==> config.mk <==
export PLATFORM = sky130hd
export DESIGN_NAME = dma_byte_packer_writer
export DESIGN_NICKNAME = d
export VERILOG_FILES = /design/src/rtl/dma_pkg.sv /design/src/rtl/dma_byte_packer_writer_word_fifo.sv /design/src/rtl/dma_byte_packer_writer.sv
export SDC_FILE = /design/constraint.sdc
export NUM_CORES = 1
export LEC_CHECK = 0
export ABC_AREA = 1
export CAP_MARGIN = 30
export CORE_AREA = 5 5 113 195
export DETAILED_ROUTE_END_ITERATION = 8
export DIE_AREA = 0 0 118 200
export GPL_TIMING_DRIVEN = 1
export MAX_ROUTING_LAYER = met4
export PLACE_DENSITY = 0.85
export SLEW_MARGIN = 20
export SYNTH_ARGS = -nofsm -noshare
export SYNTH_HDL_FRONTEND = slang
export SYNTH_SLANG_ARGS = --single-unit
==> constraint.sdc <==
create_clock -name HCLK -period 3.3 [get_ports HCLK]
set_input_delay 0.66 -clock HCLK [delete_from_list [all_inputs] [get_ports HCLK]]
set_output_delay 0.66 -clock HCLK [all_outputs]
set_load 0.05 [all_outputs]
==> src/rtl/dma_pkg.sv <==
// Shared types and constants for the DMA byte-packer write path.
package dma_pkg;

    typedef enum logic [1:0] {
        IDLE  = 2'd0,
        RUN   = 2'd1,
        DRAIN = 2'd2,
        DONE  = 2'd3
    } wr_state_e;

    localparam int LEN_W          = 6;
    localparam int CNT_W          = LEN_W + 1;
    localparam int BYTES_PER_WORD = 4;

    // A programmed length of 0 stands for the full 64-word buffer.
    function automatic logic [CNT_W-1:0] decode_len(input logic [LEN_W-1:0] len);
        decode_len = (len == '0) ? CNT_W'(1 << LEN_W) : {1'b0, len};
    endfunction

endpackage

==> src/rtl/dma_byte_packer_writer_word_fifo.sv <==
// Small synchronous FIFO holding packed words until the memory port takes them.
module word_fifo #(
    parameter int WIDTH = 32,
    parameter int DEPTH = 4
) (
    input  logic             clk,
    input  logic             rst_n,
    input  logic             push,
    input  logic [WIDTH-1:0] push_data,
    input  logic             pop,
    output logic [WIDTH-1:0] pop_data,
    output logic             full,
    output logic             empty
);

    localparam int AW = $clog2(DEPTH);

    logic [WIDTH-1:0] mem [DEPTH];
    logic [AW:0]      wr_ptr;
    logic [AW:0]      rd_ptr;
    logic             do_push;
    logic             do_pop;

    // Extra pointer bit distinguishes full from empty when the indices match.
    assign empty    = (wr_ptr == rd_ptr);
    assign full     = (wr_ptr[AW] != rd_ptr[AW]) && (wr_ptr[AW-1:0] == rd_ptr[AW-1:0]);
    assign do_push  = push && !full;
    assign do_pop   = pop && !empty;
    assign pop_data = mem[rd_ptr[AW-1:0]];

    // Pointer update; reset flushes all stored words.
    always_ff @(posedge clk or negedge rst_n) begin
        if (!rst_n) begin
            wr_ptr <= '0;
            rd_ptr <= '0;
        end else begin
            if (do_push) wr_ptr <= wr_ptr + 1'b1;
            if (do_pop)  rd_ptr <= rd_ptr + 1'b1;
        end
    end

    // Storage array; contents are only meaningful behind the pointers.
    always_ff @(posedge clk) begin
        if (do_push) mem[wr_ptr[AW-1:0]] <= push_data;
    end

endmodule

==> src/rtl/dma_byte_packer_writer.sv <==
// Packs a byte stream little-endian into 32-bit words and writes them to
// consecutive word addresses starting at the latched base address.
module dma_byte_packer_writer
    import dma_pkg::*;
#(
    parameter int FIFO_DEPTH = 4,
    parameter int ADDR_W     = 32
) (
    input  logic              HCLK,
    input  logic              HRESETn,
    input  logic              i_start,
    input  logic [15:0]       i_RCC_DMA_ADDR_HIGH,
    input  logic [15:0]       i_RCC_DMA_ADDR_LOW,
    input  logic [LEN_W-1:0]  i_RCC_BUFFER_LENGTH,
    input  logic [7:0]        i_byte,
    input  logic              i_byte_valid,
    output logic              o_byte_ready,
    output logic [ADDR_W-1:0] mem_WRITE_addr,
    output logic              mem_write_flag,
    output logic [31:0]       HWDATA_toMem,
    input  logic              i_mem_ready,
    output logic              o_busy,
    output logic              o_done,
    output logic [CNT_W-1:0]  o_word_cnt
);

    wr_state_e          state;
    logic [CNT_W-1:0]   len_words;
    logic [CNT_W+1:0]   bytes_in;
    logic [CNT_W+1:0]   total_bytes;
    logic [1:0]         lane;
    logic [23:0]        pack;
    logic [ADDR_W-1:0]  base_addr;
    logic [31:0]        push_word;
    logic [31:0]        fifo_head;
    logic               fifo_full;
    logic               fifo_empty;
    logic               byte_acc;
    logic               word_push;
    logic               fifo_pop;

    assign total_bytes    = {len_words, 2'b00};
    assign o_byte_ready   = (state == RUN) && !fifo_full && (bytes_in < total_bytes);
    assign byte_acc       = i_byte_valid && o_byte_ready;
    assign word_push      = byte_acc && (lane == 2'(BYTES_PER_WORD - 1));
    assign push_word      = {i_byte, pack};
    assign fifo_pop       = !fifo_empty && i_mem_ready;

    // Write port presents the FIFO head; address/data gated to zero while idle.
    assign mem_write_flag = !fifo_empty;
    assign mem_WRITE_addr = fifo_empty ? '0 : base_addr + ADDR_W'({o_word_cnt, 2'b00});
    assign HWDATA_toMem   = fifo_empty ? '0 : fifo_head;

    word_fifo #(
        .WIDTH (32),
        .DEPTH (FIFO_DEPTH)
    ) u_fifo (
        .clk       (HCLK),
        .rst_n     (HRESETn),
        .push      (word_push),
        .push_data (push_word),
        .pop       (fifo_pop),
        .pop_data  (fifo_head),
        .full      (fifo_full),
        .empty     (fifo_empty)
    );

    // Transfer FSM with lane, byte and word counters and registered status outputs.
    always_ff @(posedge HCLK or negedge HRESETn) begin
        if (!HRESETn) begin
            state      <= IDLE;
            o_busy     <= 1'b0;
            o_done     <= 1'b0;
            len_words  <= '0;
            o_word_cnt <= '0;
            bytes_in   <= '0;
            lane       <= '0;
        end else begin
            o_done <= 1'b0;
            if (byte_acc) begin
                bytes_in <= bytes_in + 1'b1;
                lane     <= lane + 2'd1;
            end
            if (fifo_pop) o_word_cnt <= o_word_cnt + 1'b1;
            case (state)
                IDLE: begin
                    if (i_start) begin
                        state      <= RUN;
                        o_busy     <= 1'b1;
                        len_words  <= decode_len(i_RCC_BUFFER_LENGTH);
                        o_word_cnt <= '0;
                        bytes_in   <= '0;
                        lane       <= '0;
                    end
                end
                RUN: begin
                    if (bytes_in == total_bytes) state <= DRAIN;
                end
                DRAIN: begin
                    if (fifo_empty) begin
                        state  <= DONE;
                        o_busy <= 1'b0;
                        o_done <= 1'b1;
                    end
                end
                DONE: begin
                    state <= IDLE;
                end
                default: state <= IDLE;
            endcase
        end
    end

    // Base address captured at start; the two low bits are forced to word alignment.
    always_ff @(posedge HCLK) begin
        if (state == IDLE && i_start)
            base_addr <= ADDR_W'({i_RCC_DMA_ADDR_HIGH, i_RCC_DMA_ADDR_LOW} & 32'hFFFF_FFFC);
    end

    // Collect the first three bytes of a word; the fourth goes straight into the push.
    always_ff @(posedge HCLK) begin
        if (byte_acc) begin
            case (lane)
                2'd0:    pack[7:0]   <= i_byte;
                2'd1:    pack[15:8]  <= i_byte;
                2'd2:    pack[23:16] <= i_byte;
                default: pack        <= pack;
            endcase
        end
    end

endmodule

# Word level (Yosys, flattened, before mapping)
# Memory sizes are Yosys's and may differ from the RTL's.
# Index checks and enable logic that the tools add are counted.
[totals]
register_bits = 89
out_inout_bits = 75
mem_count = 1
word_cells = 78
mem_bits_rw = 128
latchBits = 0
input_bits = 51
rom_bits = 0
[op_classes]
div_mod_pow = 0
order_cmp = 1
add_sub_neg = 6
reduce_logical = 21
shift = 0
n_mul = 0
bitwise = 0
n_eq_ne = 13
muxes = 23
[memory_table]
columns = ["name", "depth", "width", "rd", "rd_ports_with_merged_regs", "wr", "line", "source"]
rows = [
  ["u_fifo.mem", 4, 32, 1, 0, 1, "dma_byte_packer_writer_word_fifo.sv:18", "logic [WIDTH-1:0] mem [DEPTH];"],
]
[op_table]
columns = ["operator", "count"]
rows = [
  ["$mux 32", 2],
  ["$add 32x9->32", 1],
  ["$mux 7", 4],
  ["$mux 9", 3],
  ["$mux 2", 6],
  ["$add 9x1->9 const B", 1],
  ["$eq 9x9->1", 1],
  ["$logic_and 1x1->1", 9],
  ["$lt 9x9->1", 1],
  ["$eq 2x2->1 const B", 4],
  ["$pmux 2 s4", 1],
  ["$reduce_and 2->1", 4],
  ["$add 7x1->7 const B", 1],
  ["$add 3x1->3 const B", 2],
  ["$logic_not 6->1", 1],
  ["$mux 1", 6],
  ["$reduce_and 3->1", 2],
  ["$eq 2x1->1 const B", 2],
  ["$logic_not 2->1", 2],
  ["$ne 2x2->1 const B", 2],
  ["$eq 3x3->1", 1],
  ["$add 2x1->2 const B", 1],
  ["$eq 2x2->1", 1],
  ["$logic_not 1->1", 2],
  ["4 further kinds", 4],
]

# Logic depth before layout (Yosys ltp)
# Gate-level depths: netlist of run 1.
[depth]
depth_word = 10
depth_mapped = 11
depth_no_buf = 11

# By module
# Synthesis of run 1 repeated with hierarchy kept, for this count alone.
[hier_totals]
hier_cells = 993
area_unflattened_um2 = 10149.7
[by_module_without_submodules]
columns = ["mod", "n_inst", "area_each_um2", "cells_per_inst", "seq_area_each_um2"]
rows = [
  ["word_fifo", 1, 5178.7, 371, 3993.8],
  ["dma_byte_packer_writer", 1, 4971.0, 622, 2347.3],
]

# Worst setup path after synthesis of run 1
# OpenSTA, ideal clock, no wires.
[synth_path]
path_type = "reg2out"
from = "register o_word_cnt[0]"
to = "output mem_WRITE_addr[14]"
required_ns = 2.640
t_arrival_ns = 2.681
stages_incl_launch_ff = 9
path_slack_ns = -0.041
n_path_buf = 0
path_cell_list = "dfrtp_1 ha_1 inv_1 fa_1 o21ai_1 nand3_1 nand2_2 o21ai_1 a21oi_1"
[synth_between]
elab_chain_len = 2
[synth_lines]
columns = ["item", "line", "source"]
rows = [
  ["from (decl)", "dma_byte_packer_writer.sv:24", "output logic [CNT_W-1:0] o_word_cnt"],
  ["from (signal assigned)", "dma_byte_packer_writer.sv:84", "if (fifo_pop) o_word_cnt <= o_word_cnt + 1'b1;"],
  ["$add 32x9->32", "dma_byte_packer_writer.sv:51", "assign mem_WRITE_addr = fifo_empty ? '0 : base_addr + ADDR_W'({o_word_cnt, 2'b00});"],
  ["$mux 32", "dma_byte_packer_writer.sv:51", ""],
  ["to (decl)", "dma_byte_packer_writer.sv:18", "output logic [ADDR_W-1:0] mem_WRITE_addr,"],
]
# No other way between the ends.

# Final worst setup path of run 1
[layout_path]
from = "register o_word_cnt[0]"
to = "output mem_WRITE_addr[22]"
# The elaborated chain is that of the path after synthesis.

==> impl_metrics.ini, run 1 <==
[placed_design]
port_buffers = 121
preCtsSetupSlack_ns = 0.428
dp_hpwl_um = 15500
globalplace.congestion = 0.952

[clocking]
cts_max_level = 1
clock-sinks = 217
worstSkewPairLatency_ns = 0.49
cts_root_buffer = clkbuf_16
cts_tree = yes
ctsLongestPathBuffers = 3
cts_made_buffers = 19
cts.reportedPaths.clkPinSlew_ns = 0.07

[timing]
min_period_over_period = 0.953
slew_headroom = 0.563
maxSlewViolCount = 0
fmax_mhz = 318
finClkSkew_ns = 0.0179
final_hold_viol_count = 0
setup_viol_count_final = 0
tns_ns = 0
worstMarginPinSlew_ns = 0.655
min_period_ns = 3.14
setup_ws_ns = 0.156

[setup_path]
crit_top_cell = nand2_1
cp_max_fo = 6
crit_cells = 11
crit_path_end_kind = output pin
path_cells = ha_1, inv_1, fa_2, o21ai_4, nand3_1, nand2_2, nand2_1, nand2_1, nand2_1, nor2_2, buf_6
cp_top_family = simple AND/OR/NAND/NOR gates
cp-start-kind = flip-flop
rr_worst_depth = 11
crit_type = flip-flop to output pin
cp_slowest_stage_delay_ns = 0.41
crit_buf_inv = 2
worst_path_max_delay_cell = dfrtp_2
required_ns = 2.64
arrival_ns = 2.48

[logic_synthesis]
synth_edf_count = 182
syn_avg_cell_area_um2 = 10.3
ys_ff_latch = 217
synthesis.area_mm2 = 0.00999
synth_ff_type = edfxtp_1
async_reset_ff_frac = 0.161
synth_cells = 967
seq_area_frac_synth = 0.635
synth_cell_types = 37
yosys_warnings = 0

[layout]
final_cell_mix = 182 x edfxtp_1, 166 x nand2_1, 137 x nor2_1
nNetsFinal = 1180
fill_cells = 1639
final_layout_size_suffix_gt1_frac = 0.147
antenna_cells = 0
syn_to_final_growth_pct = 20.9
layout_commonest_cell = edfxtp_1

[die]
die_w_um = 118
fp-row-count = 69
fp.coreArea_mm2 = 0.0202
die_h_um = 200
start_util = 0.495
io_pins = 126
dieArea_mm2 = 0.0236

[pwr]
p_seq_frac = 0.298
combPwrFrac = 0.516
powerDensity_mw_per_mm2 = 970
switching_share = 0.472
p_sw_uw = 5520
p_int_uw = 6190
p_leak_uw = 0.00496
ir_drop_mv = 0.746
pwr-share-clk = 0.186
p_total_uw = 11700

[grt]
track_usage = 0.193
grt.overflow.total = 0
antenna_found_initial = 0
grt_pass1_wl_um = 35600
grt_pass1_vias = 7210
grt_max_degree = 66

[routing]
wirelength_um = 22600
drtAntennaViolNets = 0
vias = 7208
viasPerCell = 5.30
drt-initial-drc-count = 523
dr.pass1.iters = 5
wire_per_inst_um = 16.6
route.detailed.drc = 0

[outcome]
status = finished, final reports clean

[flow_run]
drv_cap = 0

[hold_path]
min-delay-path-class = input port to async pin
==> routing by layer <==
metal  up-vias  wire length (um)  track usage
li1       3529                 -            -
met2       207             12400        0.362
met5         -                 0            -
met4         0               788       0.0778
met1      3416              8390        0.203
met3        56               998       0.0259
==> cells by family (layout without fill, tap and decap cells) <==
family	Yosys count	after routing	share of synthesized area
compound gates	164	164	0.0870
xor+xnor	8	8	0.00701
fa+ha+maj	30	30	0.0383
buf+inv	156	300	0.0625
flops	217	217	0.635
other cells	1	2	0.000375
simple gates	391	391	0.170
==> cell type report <==
cell class              count  area (um2)  share of cell area
clock buffers              20         500              0.0414
well taps                 248         310              0.0257
inverters                 123         462              0.0382
flip-flops and latches    217        6340               0.525
clock inverters            14         114             0.00943
multi-input cells         595        3110               0.258
repair buffers            143        1230               0.102
==> worst paths after layout <==
kind	start	end	slack [ns]
worst max-delay path	o_word_cnt[0]$_DFF_PN0_	mem_WRITE_addr[22]	0.16
min in group HCLK	len_words[1]$_DFFE_PN0P_	len_words[1]$_DFFE_PN0P_	0.49
worst min register to register	len_words[1]$_DFFE_PN0P_	len_words[1]$_DFFE_PN0P_	0.49
worst min-delay path	HRESETn	o_done$_DFF_PN0_	0.38
max in group asynchronous	HRESETn	u_fifo.rd_ptr[0]$_DFFE_PN0P_	2.37
worst max register to register	state[1]$_DFFE_PN0P_	u_fifo.mem[0][24]$_DFFE_PP_	0.94
==> flip-flops by register name, summed over array words and instances (netlist names), 3 cells and up <==
register       count
u_fifo.mem       128
base_addr         30
pack              24
bytes_in           9
len_words          7
o_word_cnt         7
u_fifo.rd_ptr      3
u_fifo.wr_ptr      3
==> cells in the mapped netlist, drive strengths merged, types with 2 or more instances <==
| master | count | area, um2 |
|---|---|---|
| ha | 29 | 363 |
| nand4 | 14 | 118 |
| xnor2 | 2 | 17.5 |
| nand3 | 34 | 180 |
| o22ai | 32 | 200 |
| inv | 123 | 462 |
| dfrtp | 35 | 876 |
| o21ai | 101 | 505 |
| nand2 | 174 | 676 |
| clkbuf | 19 | 71.3 |
| buf | 14 | 91.3 |
| a21oi | 26 | 130 |
| nor2 | 146 | 574 |
| or2 | 2 | 12.5 |
| edfxtp | 182 | 5470 |
| nor3 | 17 | 110 |
| a31oi | 3 | 18.8 |
| xor2 | 6 | 52.6 |
| nand3b | 3 | 22.5 |
==> power groups by stage <==
stage                     registers [uW]  logic (uW)  clock network, uW
final                               3490        6050               2180
after global routing                3520        6540               2340
after CTS                           3480        6030               2230
after detailed placement            3530        6010                  0
after global placement              3520        5910                  0
after floorplan                     3640        4080                  0
==> worst register-to-register path, stage by stage, from the launching register on <==
cell,delay (ns)
dfrtp_1,0.38
inv_1,0.10
ha_1,0.20
inv_1,0.06
nor2_1,0.09
nand3_1,0.08
nor2_1,0.16
nand4_4,0.12
nor2_4,0.18
inv_2,0.09
nor2_2,0.09
buf_4,0.43
==> timing repair <==
action / in CTS / in global routing
buffers inserted: 0 / 1
hold buffers: 0 / 0
pin swaps: 0 / 2
endpoints found under the setup margin: 4 / 15
resized for setup: 2 / 12
==> metrics by stage <==
step | cell area, um2 | hold WS [ns] | std cells | util
after floorplan | 10000 | 0.364 | 968 | -
after global placement | 11400 | 0.462 | 1325 | 0.563
after detailed placement | 11400 | 0.477 | 1325 | 0.563
after CTS | 12000 | 0.371 | 1359 | 0.594
after global routing | 12100 | 0.390 | 1360 | 0.598
final | 12100 | 0.383 | 1360 | 0.598
(Power assumes the default switching activity.)
==> inputs of run 2 (changes only) <==
Settings changed: TNS_END_PERCENT from default to 1.
==> impl_metrics.ini, run 2 (synthesis results as in run 1) <==
[timing]
setup_ws_ns = 0.102
tns_ns = 0
setup_viol_count_final = 0
finClkSkew_ns = 0.0129
min_period_ns = 3.20
maxSlewViolCount = 0
slew_headroom = 0.585
final_hold_viol_count = 0
grt_setup_unrepaired = yes
fmax_mhz = 313
worstMarginPinSlew_ns = 0.623
min_period_over_period = 0.969

[grt]
grt.overflow.total = 0
track_usage = 0.202
antenna_found_initial = 0
grt_max_degree = 66
grt_pass1_wl_um = 37200
grt_pass1_vias = 7426

[routing]
drtAntennaViolNets = 0
dr.pass1.iters = 5
viasPerCell = 5.40
route.detailed.drc = 0
wire_per_inst_um = 17.4
vias = 7355
wirelength_um = 23700
drt-initial-drc-count = 544

[setup_path]
reg2reg_from = state[1]$_DFFE_PN0P_
crit_path_end_kind = output pin
required_ns = 2.64
path_cells = ha_1, inv_1, fa_2, o21ai_2, nand3_1, nand2_2, nand2_1, nor3_1, nor2_1, buf_4
cp_slowest_stage_delay_ns = 0.43
crit_type = flip-flop to output pin
cp-start-kind = flip-flop
cp_max_fo = 6
crit_start = o_word_cnt[0]$_DFF_PN0_
arrival_ns = 2.54
worst_path_max_delay_cell = dfrtp_2
regToRegSetupSlack_ns = 0.82

[pwr]
p_leak_uw = 0.00500
powerDensity_mw_per_mm2 = 985
p_total_uw = 11900
ir_drop_mv = 0.685

[die]
fp-row-count = 69
dieArea_mm2 = 0.0236
die_w_um = 118
io_pins = 126
start_util = 0.495
die_h_um = 200
fp.coreArea_mm2 = 0.0202

[placed_design]
preCtsSetupSlack_ns = 0.411
globalplace.congestion = 0.926
port_buffers = 121
dp_hpwl_um = 16000
numPlacedInstances = 1324

[clocking]
ctsLongestPathBuffers = 3
cts_max_level = 1
worstSkewPairLatency_ns = 0.50
cts.reportedPaths.clkPinSlew_ns = 0.07
clock-sinks = 217
cts_root_buffer = clkbuf_16
cts_hold_buf = 0
cts_made_buffers = 20
cts_tree = yes

[flow_run]
drv_cap = 0

[layout]
syn_to_final_growth_pct = 21.3
final_cell_mix = 182 x edfxtp_1, 165 x nand2_1, 139 x nor2_1
largest_reg_flops = 128
nNetsFinal = 1180
layout_commonest_cell = edfxtp_1
final-instance-count-excl-fill = 1361
antenna_cells = 0
final_layout_size_suffix_gt1_frac = 0.146

[hold_path]
min-delay-path-class = flip-flop to flip-flop
min-delay-start = pack[9]$_DFFE_PP_

[outcome]
status = finished, final reports clean
## run 2: cell types whose count changed in the layout (fill, tap and decap cells not counted), sizes merged
cell      previous run  this run
clkinv               7         9
clkinvlp             3         1
buf                 86        85
bufinv               1         2
clkbuf              20        21
## run 2: layout make-up
type | count | area [um2]
clock inverters | 15 | 155
repair buffers | 142 | 1250
well taps | 248 | 310
flip-flops and latches | 217 | 6340
multi-input cells | 595 | 3080
inverters | 123 | 462
fillers | 1634 | 8090
clock buffers | 21 | 514
## run 2: path summary, 6_finish.rpt
| kind | to | depth (start not counted) |
|---|---|---|
| setup / recovery | mem_WRITE_addr[30] | 10 |
| hold / removal | u_fifo.mem[0][9]$_DFFE_PP_ | 0 |
| setup reg to reg | u_fifo.mem[2][24]$_DFFE_PP_ | 11 |
| hold reg to reg | u_fifo.mem[0][9]$_DFFE_PP_ | 0 |
| max in group asynchronous | o_word_cnt[3]$_DFF_PN0_ | 2 |
| min in group asynchronous | o_done$_DFF_PN0_ | 2 |
## run 2: routing by layer
metal,up-vias,global-route usage,part of all wire
met5,-,-,0
met4,0,0.0757,0.034
met2,242,0.379,0.55
li1,3543,-,-
met1,3508,0.217,0.36
met3,62,0.0242,0.049
## run 2: timing repair
item                                    4_1_cts  5_1_grt
pin swaps                                     0        2
endpoints found under the setup margin        8       14
gates resized for setup                       2       11
setup buffers                                 0        1
## run 2: report_power, final
group	switching, uW	internal [uW]	total, uW
Combinational	4340	1760	6090
Clock	1010	1310	2320
Sequential	271	3240	3510
Total	5620	6310	11900
## run 2: critical path, delay by kind of cell, from the launching register on
family / cells / cell delay [ns]
and+or+nand+nor: 5 / 0.61
AOI/OAI and AO/OA: 1 / 0.20
adders and majority gates: 2 / 0.56
buffers and inverters: 2 / 0.25
DFF: 1 / 0.43
## run 2: per-stage QoR
stage / area (um2) / utilization / hold slack [ns]
global route: 12100 / 0.600 / 0.507
finish: 12100 / 0.600 / 0.494
floorplan: 9990 / - / 0.364
global placement: 11400 / 0.564 / 0.463
CTS: 12100 / 0.597 / 0.494
detailed placement: 11400 / 0.564 / 0.479
